<file path="src/rtl/kernel_harness.sv">
// kernel_harness: host-side launch/capture harness for one compiled kernel.
// Owns the kernel's single array (registered read), launches the kernel with
// a one-cycle r_enable pulse, captures result on w_enable and reports
// completion, latency and (optionally) watchdog timeout.
// Optional watchdog: define KERNEL_HARNESS_WATCHDOG_EN to compile it in.
module kernel_harness #(
  parameter int unsigned RESULT_W = 2,
  parameter int unsigned INIT_W   = 1,
  parameter int unsigned DATA_W   = 1,
  parameter int unsigned ADDR_W   = 1,
  parameter int unsigned CNT_W    = 16,
  parameter int unsigned TIMEOUT  = 1000
) (
  input  logic                clk,
  input  logic                rst,
  input  logic                start,
  input  logic [INIT_W-1:0]   init_in,
  input  logic                host_we,
  input  logic [ADDR_W-1:0]   host_addr,
  input  logic [DATA_W-1:0]   host_wdata,
  output logic [DATA_W-1:0]   host_rdata,
  output logic                busy,
  output logic                done,
  output logic                timed_out,
  output logic [RESULT_W-1:0] result_out,
  output logic [CNT_W-1:0]    cycles,
  output logic                r_enable,
  output logic [INIT_W-1:0]   init_i,
  input  logic                w_enable,
  input  logic [RESULT_W-1:0] result,
  input  logic [ADDR_W-1:0]   arr_addr,
  input  logic                arr_wenable,
  input  logic [DATA_W-1:0]   arr_wdata,
  output logic [DATA_W-1:0]   arr_rdata
);

  typedef enum logic [1:0] {S_IDLE, S_LAUNCH, S_RUN, S_DONE} state_t;

  state_t              state_q;
  logic                busy_q;
  logic                done_q;
  logic                r_enable_q;
  logic [INIT_W-1:0]   init_q;
  logic [RESULT_W-1:0] result_q;
  logic [CNT_W-1:0]    cycles_q;
  logic [CNT_W-1:0]    cycles_d;

  logic [DATA_W-1:0]   mem_q [2**ADDR_W];
  logic [DATA_W-1:0]   rdata_q;
  logic                host_own;
  logic                mem_we;
  logic [ADDR_W-1:0]   mem_addr;
  logic [DATA_W-1:0]   mem_wdata;

`ifdef KERNEL_HARNESS_WATCHDOG_EN
  localparam logic [CNT_W-1:0] TIMEOUT_C = CNT_W'(TIMEOUT);
  logic timed_out_q;
`endif

  // Saturating next value of the latency counter.
  always_comb begin
    cycles_d = cycles_q;
    if (!(&cycles_q)) cycles_d = cycles_q + 1'b1;
  end

  // Launch/run/complete sequencing with all outputs registered.
  always_ff @(posedge clk) begin
    if (rst) begin
      state_q    <= S_IDLE;
      busy_q     <= 1'b0;
      done_q     <= 1'b0;
      r_enable_q <= 1'b0;
      init_q     <= '0;
      result_q   <= '0;
      cycles_q   <= '0;
`ifdef KERNEL_HARNESS_WATCHDOG_EN
      timed_out_q <= 1'b0;
`endif
    end else begin
      r_enable_q <= 1'b0;
      done_q     <= 1'b0;
      case (state_q)
        S_IDLE: begin
          if (start) begin
            state_q    <= S_LAUNCH;
            busy_q     <= 1'b1;
            r_enable_q <= 1'b1;
            init_q     <= init_in;
            result_q   <= '0;
            cycles_q   <= '0;
`ifdef KERNEL_HARNESS_WATCHDOG_EN
            timed_out_q <= 1'b0;
`endif
          end
        end
        S_LAUNCH: state_q <= S_RUN;
        S_RUN: begin
          cycles_q <= cycles_d;
          if (w_enable) begin
            result_q <= result;
            done_q   <= 1'b1;
            state_q  <= S_DONE;
          end
`ifdef KERNEL_HARNESS_WATCHDOG_EN
          // A kernel response on the limit cycle takes priority above.
          else if (cycles_d == TIMEOUT_C) begin
            timed_out_q <= 1'b1;
            done_q      <= 1'b1;
            state_q     <= S_DONE;
          end
`endif
        end
        S_DONE: begin
          busy_q  <= 1'b0;
          state_q <= S_IDLE;
        end
        default: state_q <= S_IDLE;
      endcase
    end
  end

  // Single array port: host owns it in IDLE, the kernel otherwise.
  always_comb begin
    host_own  = (state_q == S_IDLE);
    mem_we    = host_own ? host_we    : arr_wenable;
    mem_addr  = host_own ? host_addr  : arr_addr;
    mem_wdata = host_own ? host_wdata : arr_wdata;
  end

  // Array storage with registered read (read-before-write); never reset.
  always_ff @(posedge clk) begin
    if (mem_we) mem_q[mem_addr] <= mem_wdata;
    rdata_q <= mem_q[mem_addr];
  end

  assign host_rdata = rdata_q;
  assign arr_rdata  = rdata_q;
  assign busy       = busy_q;
  assign done       = done_q;
  assign r_enable   = r_enable_q;
  assign init_i     = init_q;
  assign result_out = result_q;
  assign cycles     = cycles_q;
`ifdef KERNEL_HARNESS_WATCHDOG_EN
  assign timed_out  = timed_out_q;
`else
  assign timed_out  = 1'b0;
`endif

endmodule

</file>
<file path="config.mk">
export PLATFORM = sky130hd
export DESIGN_NAME = kernel_harness
export DESIGN_NICKNAME = d
export VERILOG_FILES = /design/src/rtl/kernel_harness.sv
export SDC_FILE = /design/constraint.sdc
export NUM_CORES = 1
export LEC_CHECK = 0
export ABC_CLOCK_PERIOD_IN_PS = 2100
export CAP_MARGIN = 0
export CORE_MARGIN = 1.5
export CORE_UTILIZATION = 32
export DETAILED_ROUTE_END_ITERATION = 16
export GPL_ROUTABILITY_DRIVEN = 0
export GPL_TIMING_DRIVEN = 0
export PLACE_DENSITY_LB_ADDON = 0.05
export SETUP_SLACK_MARGIN = 0.05
export SLEW_MARGIN = 25
export SYNTH_ARGS = -nofsm -noshare
export SYNTH_HDL_FRONTEND = slang
export SYNTH_SLANG_ARGS = --single-unit
</file>
<file path="constraint.sdc">
create_clock -name clk -period 2.1 [get_ports clk]
set_input_delay 0.21 -clock clk [delete_from_list [all_inputs] [get_ports clk]]
set_output_delay 0.21 -clock clk [all_outputs]
set_load 0.1 [all_outputs]
</file>
Word-level counts from Yosys, hierarchy flattened
Memories as Yosys holds them, arrays and structs flattened. A register that Yosys moved wholly into a read port is not among the register bits.
Cells that the tools add are included.
- output and inout port bits: 25
- logic and storage cells: 46
- bits in writable memories: 2
- input port bits: 13
- flip-flop bits (word level): 24
- memories: 1
- reductions and logical operators: 11
- bitwise gates (word level): 2
- muxes and demuxes: 18
- eq/ne operators: 6
- add/sub/neg operators: 1
- memory list (name ; depth ; bits a word ; rd ports ; clocked after Yosys merged registers in ; wr ports ; RTL line ; RTL):
    mem_q ; 2 ; 1 ; 1 ; 1 ; 1 ; 48 ; logic [DATA_W-1:0] mem_q [2**ADDR_W];
- operator list (cell ; count):
    2-to-1 mux 16 bit ; 2
    one-hot mux 16 bit (2 select lines) ; 1
    adder 16 x 1 -> 16 bit, second input constant ; 1
    AND reduction 16 bit ; 1
    2-to-1 mux 1 bit ; 8
    2-to-1 mux 2 bit ; 4
    one-hot mux 2 bit (4 select lines) ; 1
    inequality test 2 bit, second input constant ; 3
    AND reduction 2 bit ; 3
    AND reduction 3 bit ; 2
    == test 2 bit, second input constant ; 2
    one-hot mux 2 bit (2 select lines) ; 1
    nonzero test 2 bit ; 2
    OR reduction 2 bit ; 2
    == test 2 x 1 -> 1 bit, second input constant ; 1
    zero test 2 bit ; 1
    NOT 1 bit ; 2
    one-hot mux 1 bit (2 select lines) ; 1

Longest topological paths before layout
Gate-level depths: netlist of run 1.
- word-level depth: 4
- gate-level depth with buffers: 7
- gate-level depth less buffers: 6

Worst setup path after synthesis of run 1
OpenSTA, ideal clock, no wires.
- path kind: reg-to-reg
- start point: reg cycles_q[0], in the netlist cycles[0]
- end point: reg cycles_q[6], in the netlist cycles[6]
- period minus slack after synthesis: 2.483 ns
- slack: -0.383 ns
- library setup time: 0.070 ns
- arrival: 2.413 ns
- cell stages (with the launch flop): 6
- path buffers: 0
- required time: 2.030 ns
- cell sequence: dfxtp_1 > ha_1 > nand3_2 > or4_4 > o211a_1 > a21oi_1
- longest elaborated chain between the ends: 3
- elaborated cells between the ends (all ways): 6
- those cells by class: add/sub (1); eq/ne (1); mux (2); reduce/logical (2)
- RTL lines (what ; RTL line ; RTL):
    start: declaration ; 45 ; logic [CNT_W-1:0] cycles_q;
    start signal: assignment ; 98 ; cycles_q <= cycles_d;
    adder 16 x 1 -> 16 bit or AND reduction 16 bit (tied branches) ; 63 ; if (!(&cycles_q)) cycles_d = cycles_q + 1'b1;
    2-to-1 mux 16 bit or inequality test 2 bit (tied branches) ; - ;
    one-hot mux 16 bit (2 select lines) or AND reduction 3 bit (tied branches) ; - ;
Parallel ways exist; a longest one is shown, timed or not. The select of a mux whose other input is x is not followed.
A chain may end at the register's enable or synchronous reset.

Worst setup path in the final report of run 1
- start point: reg cycles_q[9], in the netlist cycles[9]
- end point: out cycles[9]
- RTL lines (what ; RTL line ; RTL):
    end: declaration ; 26 ; output logic [CNT_W-1:0] cycles,
No word-level cell between the ends.

==> impl_metrics.json, run 1 <==
{
  "status": "finished clean",
  "rsz0062_at_grt": "false",
  "core.rowCount": 25,
  "drive_gt1_share_pct": 17.57,
  "netlist_instances": 181,
  "clk_pin_slew_ns": 0.10,
  "reg2reg_slack_ns": 0.15,
  "switching_share_pct": 48.04,
  "cp_max_fo": 4,
  "ir_drop_uv": 721.0,
  "final_cell_mix": "clkdlybuf4s50_1 (25), nand2_1 (20), a21oi_1 (13)",
  "start_kind": "flip-flop",
  "cp.required_ns": 1.89,
  "startpoint": "cycles[9]",
  "dp_cells": 271,
  "antennaDiodeCount": 0,
  "totalWireLength_um": 4306,
  "cts_htree_levels": 1,
  "via_per_inst": 5.678,
  "finish.utilization_pct": 44.56,
  "internal_power_mw": 1.065,
  "whs_ns": 0.4685,
  "num_vias": 1567,
  "track_usage_pct": 17.42,
  "die-area_mm2": 0.005287,
  "maxCapViolations": 0,
  "layout_commonest_cell": "clkdlybuf4s50_1",
  "critPathMaxStageDelay_ns": 1.14,
  "synth_area_mm2": 0.001555,
  "area_growth_pct": 34.43,
  "hpwl_um": 3056,
  "grt_overflow": 0,
  "grt_max_degree": 15,
  "crit_path_end_kind": "output pin",
  "grt_first_pass_wirelength_um": 7217,
  "max_freq_ghz": 0.4989,
  "wl_per_cell_um": 15.60,
  "min_period_ns": 2.004,
  "power.total_mw": 2.051,
  "path_class": "reg2out",
  "slew_headroom_pct": 34.09,
  "synth-edff-count": 2,
  "antenna_found_initial": 0,
  "first_pass_iters": 6,
  "hold_depth": 2,
  "drt_iter0_drc": 125,
  "postRouteAntennaNets": 0,
  "net-switching-power_uw": 985.1,
  "finalNetCount": 240,
  "grt_pass1_vias": 1508,
  "arrival_ns": 1.79,
  "crit_family": "buffers and inverters",
  "r2r-start": "state_q[0]",
  "worstMarginPinSlew_ns": 0.9856,
  "final_cells": 276,
  "die_h_um": 72.72,
  "drv_slew": 0,
  "start_util_pct": 33.15,
  "hold_viol": 0,
  "async_flop_share_pct": 0,
  "p_comb_share_pct": 54.4,
  "syn_nets": 198,
  "setup_ws_ns": 0.09571,
  "drc_errors": 0,
  "finalSetupViolations": 0,
  "r2r_end": "cycles[7]",
  "worstHoldEndpoint": "init_i",
  "die_w_um": 72.72,
  "yosysSeqAreaShare_pct": 36.04,
  "finClkSkew_ns": 0.01441,
  "ff2ff_path_depth": 6,
  "dp_slack_ns": -0.2279,
  "clock_power_share_pct": 14.9,
  "core_area_mm2": 0.004692,
  "power_density_mw_per_mm2": 980.8,
  "clk_path_buf_depth": 2,
  "p_seq_share_pct": 30.7,
  "path_cells": "clkdlybuf4s50_1",
  "path_buf_inv": 1,
  "crit_path_top_delay_cell": "clkdlybuf4s50_1",
  "root_buffer": "clkbuf_8",
  "p_leak_nw": 0.7830,
  "cts_tree": "built",
  "cts_inserted_buffers": 3,
  "io_buffers": 36,
  "min_period_over_period_pct": 95.44,
  "min_from": "init_i",
  "clock-sinks": 27,
  "io_pins": 38,
  "synth-seq-cells": 27,
  "synth.distinct_cells": 50,
  "clock_latency_ns": 0.28,
  "avgSynthCellArea_um2": 8.592,
  "hold_buffers": 0,
  "hold_path.class": "reg2reg",
  "synth_top_flop_cell": "dfxtp_1",
  "ys_warn_count": 0
}
through the flow:
step	instance area, um2	setup TNS, ns
floorplan	1580	0
global placement	2008	-1.359
detailed placement	2008	-1.382
CTS	2049	0
global route	2091	0
finish	2091	0
layout make-up:
type	instances	area [um2]
fillers	466	2601
multi-input cells	133	934.6
flip-flops and latches	27	585.6
repair buffers	37	369.1
well taps	54	67.56
plain buffers	12	55.05
clock buffers	4	45.04
inverters	9	33.78
layer usage:
metal  wire length [um]  vias up  track usage [%]  share of wire [%]
li1                   -      759                -                  -
met4                 68        0            5.241                1.6
met1               2004      742            22.56                 47
met5                  0        -                0                  0
met2               2064       58            28.85                 48
met3                168        8            4.006                3.9
state kept, by name, indices dropped and copies added, names as in the netlist:
register / count
cycles: 16
result_out: 2
r_enable: 1
busy: 1
arr_rdata: 1
init_i: 1
state_q: 2
done: 1
mem_q: 2
worst reg2reg max path, cell delays in order, from the launching register on:
cell      delay [ns]
dfxtp_1         0.38
inv_1           0.08
ha_2            0.22
mux2i_4         0.24
or4_1           0.50
a21o_1          0.22
a221oi_2        0.26
power by group through the flow:
stage / clock network (mW) / registers [mW] / logic (mW)
final: 0.306 / 0.629 / 1.12
after global routing: 0.337 / 0.637 / 1.21
after CTS: 0.321 / 0.630 / 1.08
after detailed placement: 0 / 0.641 / 1.07
after global placement: 0 / 0.638 / 1.06
after floorplan: 0 / 0.869 / 0.570
repair_timing:
action / in CTS / in global routing
endpoints found under the setup margin: 17 / 17
gates cloned: 0 / 0
resized for setup: 9 / 10
setup buffers: 0 / 1
pin swaps: 0 / 1
worst max-delay path by stage:
stage            endpoint  slack (ns)  cells after the start
3_3_place_gp    cycles[8]       -0.21                      6
3_5_place_dp    cycles[8]       -0.23                      6
6_report        cycles[9]         0.1                      1
2_1_floorplan   cycles[7]        0.07                      5
5_1_grt         cycles[9]        0.06                      1
4_1_cts        cycles[13]        0.06                      1
cells by family after synthesis:
logic type	after synthesis	share of synthesized area, %
simple gates	73	27.84
compound gates	48	22.37
flops	27	36.04
buf+inv	21	5.631
mux	7	4.666
fa+ha+maj	4	3.218
other cells	1	0.2411
cell usage after synthesis, types with 5 or more instances:
cell type   n  area, um2
nand3_1     5      25.02
clkbuf_1    7      26.28
a211oi_1    5      37.54
nor2_1      9      33.78
dfxtp_1    25      500.5
a21oi_1    13      65.06
inv_1       9      33.78
nand2_1    20      75.07
mux2i_1     5      50.05
Power figures use the tool's default switching activity.
==> run 2, diff against run 1 <==
--- a/config.mk
+++ b/config.mk
@@ -6,7 +6,7 @@
 export NUM_CORES = 1
 export LEC_CHECK = 0
 export ABC_CLOCK_PERIOD_IN_PS = 2100
-export CAP_MARGIN = 0
+export CAP_MARGIN = 20
 export CORE_MARGIN = 1.5
 export CORE_UTILIZATION = 32
 export DETAILED_ROUTE_END_ITERATION = 16
==> results of run 2 <==
Same layout as run 1: the final DEF is identical, and so are final timing and power.
==> run 3, diff against run 2 <==
==> config.mk (replaced) <==
export PLATFORM = sky130hd
export DESIGN_NAME = kernel_harness
export DESIGN_NICKNAME = d
export VERILOG_FILES = /design/src/rtl/kernel_harness.sv
export SDC_FILE = /design/constraint.sdc
export NUM_CORES = 1
export LEC_CHECK = 0
export CAP_MARGIN = 20
export CORE_UTILIZATION = 32
export DETAILED_ROUTE_END_ITERATION = 16
export GPL_ROUTABILITY_DRIVEN = 0
export GPL_TIMING_DRIVEN = 0
export PLACE_DENSITY_LB_ADDON = 0.05
export SETUP_SLACK_MARGIN = 0.05
export SYNTH_ARGS = -nofsm -noshare
export SYNTH_HDL_FRONTEND = slang
export SYNTH_SLANG_ARGS = --single-unit
==> run 3 against run 2 <==
Critical path depth stayed put. Non-clock buffer count is 1 higher. Sequential share of layout area is 0.27 points lower. Fmax is 0.44% higher.
==> impl_metrics.json, run 3 (synthesized netlist as in run 1, its figures left out) <==
{
  "status": "finished clean",
  "dp_slack_ns": -0.2931,
  "grt_pass1_vias": 1536,
  "path_cells": "clkdlybuf4s50_1",
  "crit_path_end_kind": "output pin",
  "start_util_pct": 34.53,
  "setup_ws_ns": 0.1045,
  "min_period_ns": 1.995,
  "totalWireLength_um": 4306,
  "tns_ns": 0,
  "hpwl_um": 3149,
  "cp.required_ns": 1.89,
  "drt_iter0_drc": 91,
  "io_pins": 38,
  "critPathMaxStageDelay_ns": 1.14,
  "io_buffers": 36,
  "final_cell_mix": "clkdlybuf4s50_1 (25), nand2_1 (20), a21oi_1 (13)",
  "path_class": "reg2out",
  "clk_pin_slew_ns": 0.10,
  "maxCapViolations": 0,
  "start_kind": "flip-flop",
  "track_usage_pct": 18.15,
  "drc_errors": 0,
  "finalNetCount": 241,
  "first_pass_iters": 4,
  "grt_max_degree": 17,
  "rsz0062_at_grt": "false",
  "p_leak_nw": 0.8195,
  "max_freq_ghz": 0.5011,
  "fillers": 454,
  "drv_slew": 0,
  "die_h_um": 71.72,
  "clock_latency_ns": 0.28,
  "postRouteAntennaNets": 0,
  "largest_reg_flops": 16,
  "core.rowCount": 24,
  "grt_overflow": 0,
  "num_vias": 1559,
  "antennaDiodeCount": 0,
  "crit_path_top_delay_cell": "clkdlybuf4s50_1",
  "slew_headroom_pct": 34.76,
  "hold_viol": 0,
  "arrival_ns": 1.79,
  "power_density_mw_per_mm2": 980.2,
  "clock-sinks": 27,
  "cts_tree": "built",
  "die_w_um": 71.72,
  "antenna_found_initial": 0,
  "hold_buffers": 0,
  "via_per_inst": 5.669,
  "placed_area_mm2": 0.002006,
  "cts_htree_levels": 1,
  "hold_path.class": "reg2reg",
  "min_period_over_period_pct": 95.02,
  "core_area_mm2": 0.004504,
  "cts_inserted_buffers": 3,
  "root_buffer": "clkbuf_8",
  "worstMarginPinSlew_ns": 0.9756,
  "final_area_mm2": 0.002111,
  "clk_path_buf_depth": 2,
  "finalSetupViolations": 0,
  "grt_first_pass_wirelength_um": 7355,
  "area_growth_pct": 35.72,
  "wl_per_cell_um": 15.66,
  "finClkSkew_ns": 0.004195,
  "drive_gt1_share_pct": 18.83,
  "layout_commonest_cell": "clkdlybuf4s50_1",
  "path_buf_inv": 1,
  "final_cells": 275,
  "crit_family": "buffers and inverters",
  "dp_cells": 269,
  "power.total_mw": 2.069,
  "die-area_mm2": 0.005143,
  "cp_max_fo": 5,
  "ir_drop_uv": 563.4
}
-- run 3: repair_timing --
action | 4_1_cts | 5_1_grt
pin swaps | 1 | 0
gates cloned | 0 | 0
setup buffers | 3 | 0
resized for setup | 7 | 12
setup endpoints to repair | 16 | 19
-- run 3: power breakdown --
| part | internal (mW) | switching [mW] |
|---|---|---|
| Combinational | 0.341 | 0.786 |
| Clock | 0.135 | 0.181 |
| Sequential | 0.589 | 0.0373 |
| Total | 1.07 | 1.00 |
-- run 3: cell type report --
class                      count  area (um2)  share of cell area [%]
buffer                        11       51.30                   2.430
clock buffer                   3       41.29                   1.956
clock inverter                 1       7.507                  0.3557
inverter                       9       33.78                   1.600
multi-input combinational    133       934.6                   44.28
sequential                    27       585.6                   27.74
tap                           52       65.06                   3.082
timing repair buffer          39       391.6                   18.55
-- run 3: through the flow --
step / hold slack (ns) / util (%)
after detailed placement: 0.4593 / 44.53
after floorplan: 0.3429 / -
after CTS: 0.4740 / 46.08
after global placement: 0.4528 / 44.53
after global routing: 0.5020 / 46.86
final: 0.4680 / 46.86
-- run 3: path summary, 6_finish.rpt --
check,start,endpoint,slack [ns],depth (start not counted)
max,cycles[11],cycles[11],0.10,1
min,init_i,init_i,0.47,2
max reg2reg,state_q[0],cycles[7],0.17,6
min reg2reg,init_i,init_i,0.47,2
-- run 3: layer usage --
layer | routed length, um | part of all wire [%] | track usage (%)
met5 | 0 | 0 | 0
met4 | 55 | 1.3 | 5.882
met3 | 229 | 5.3 | 2.954
met2 | 2005 | 47 | 28.41
met1 | 2016 | 47 | 25.45
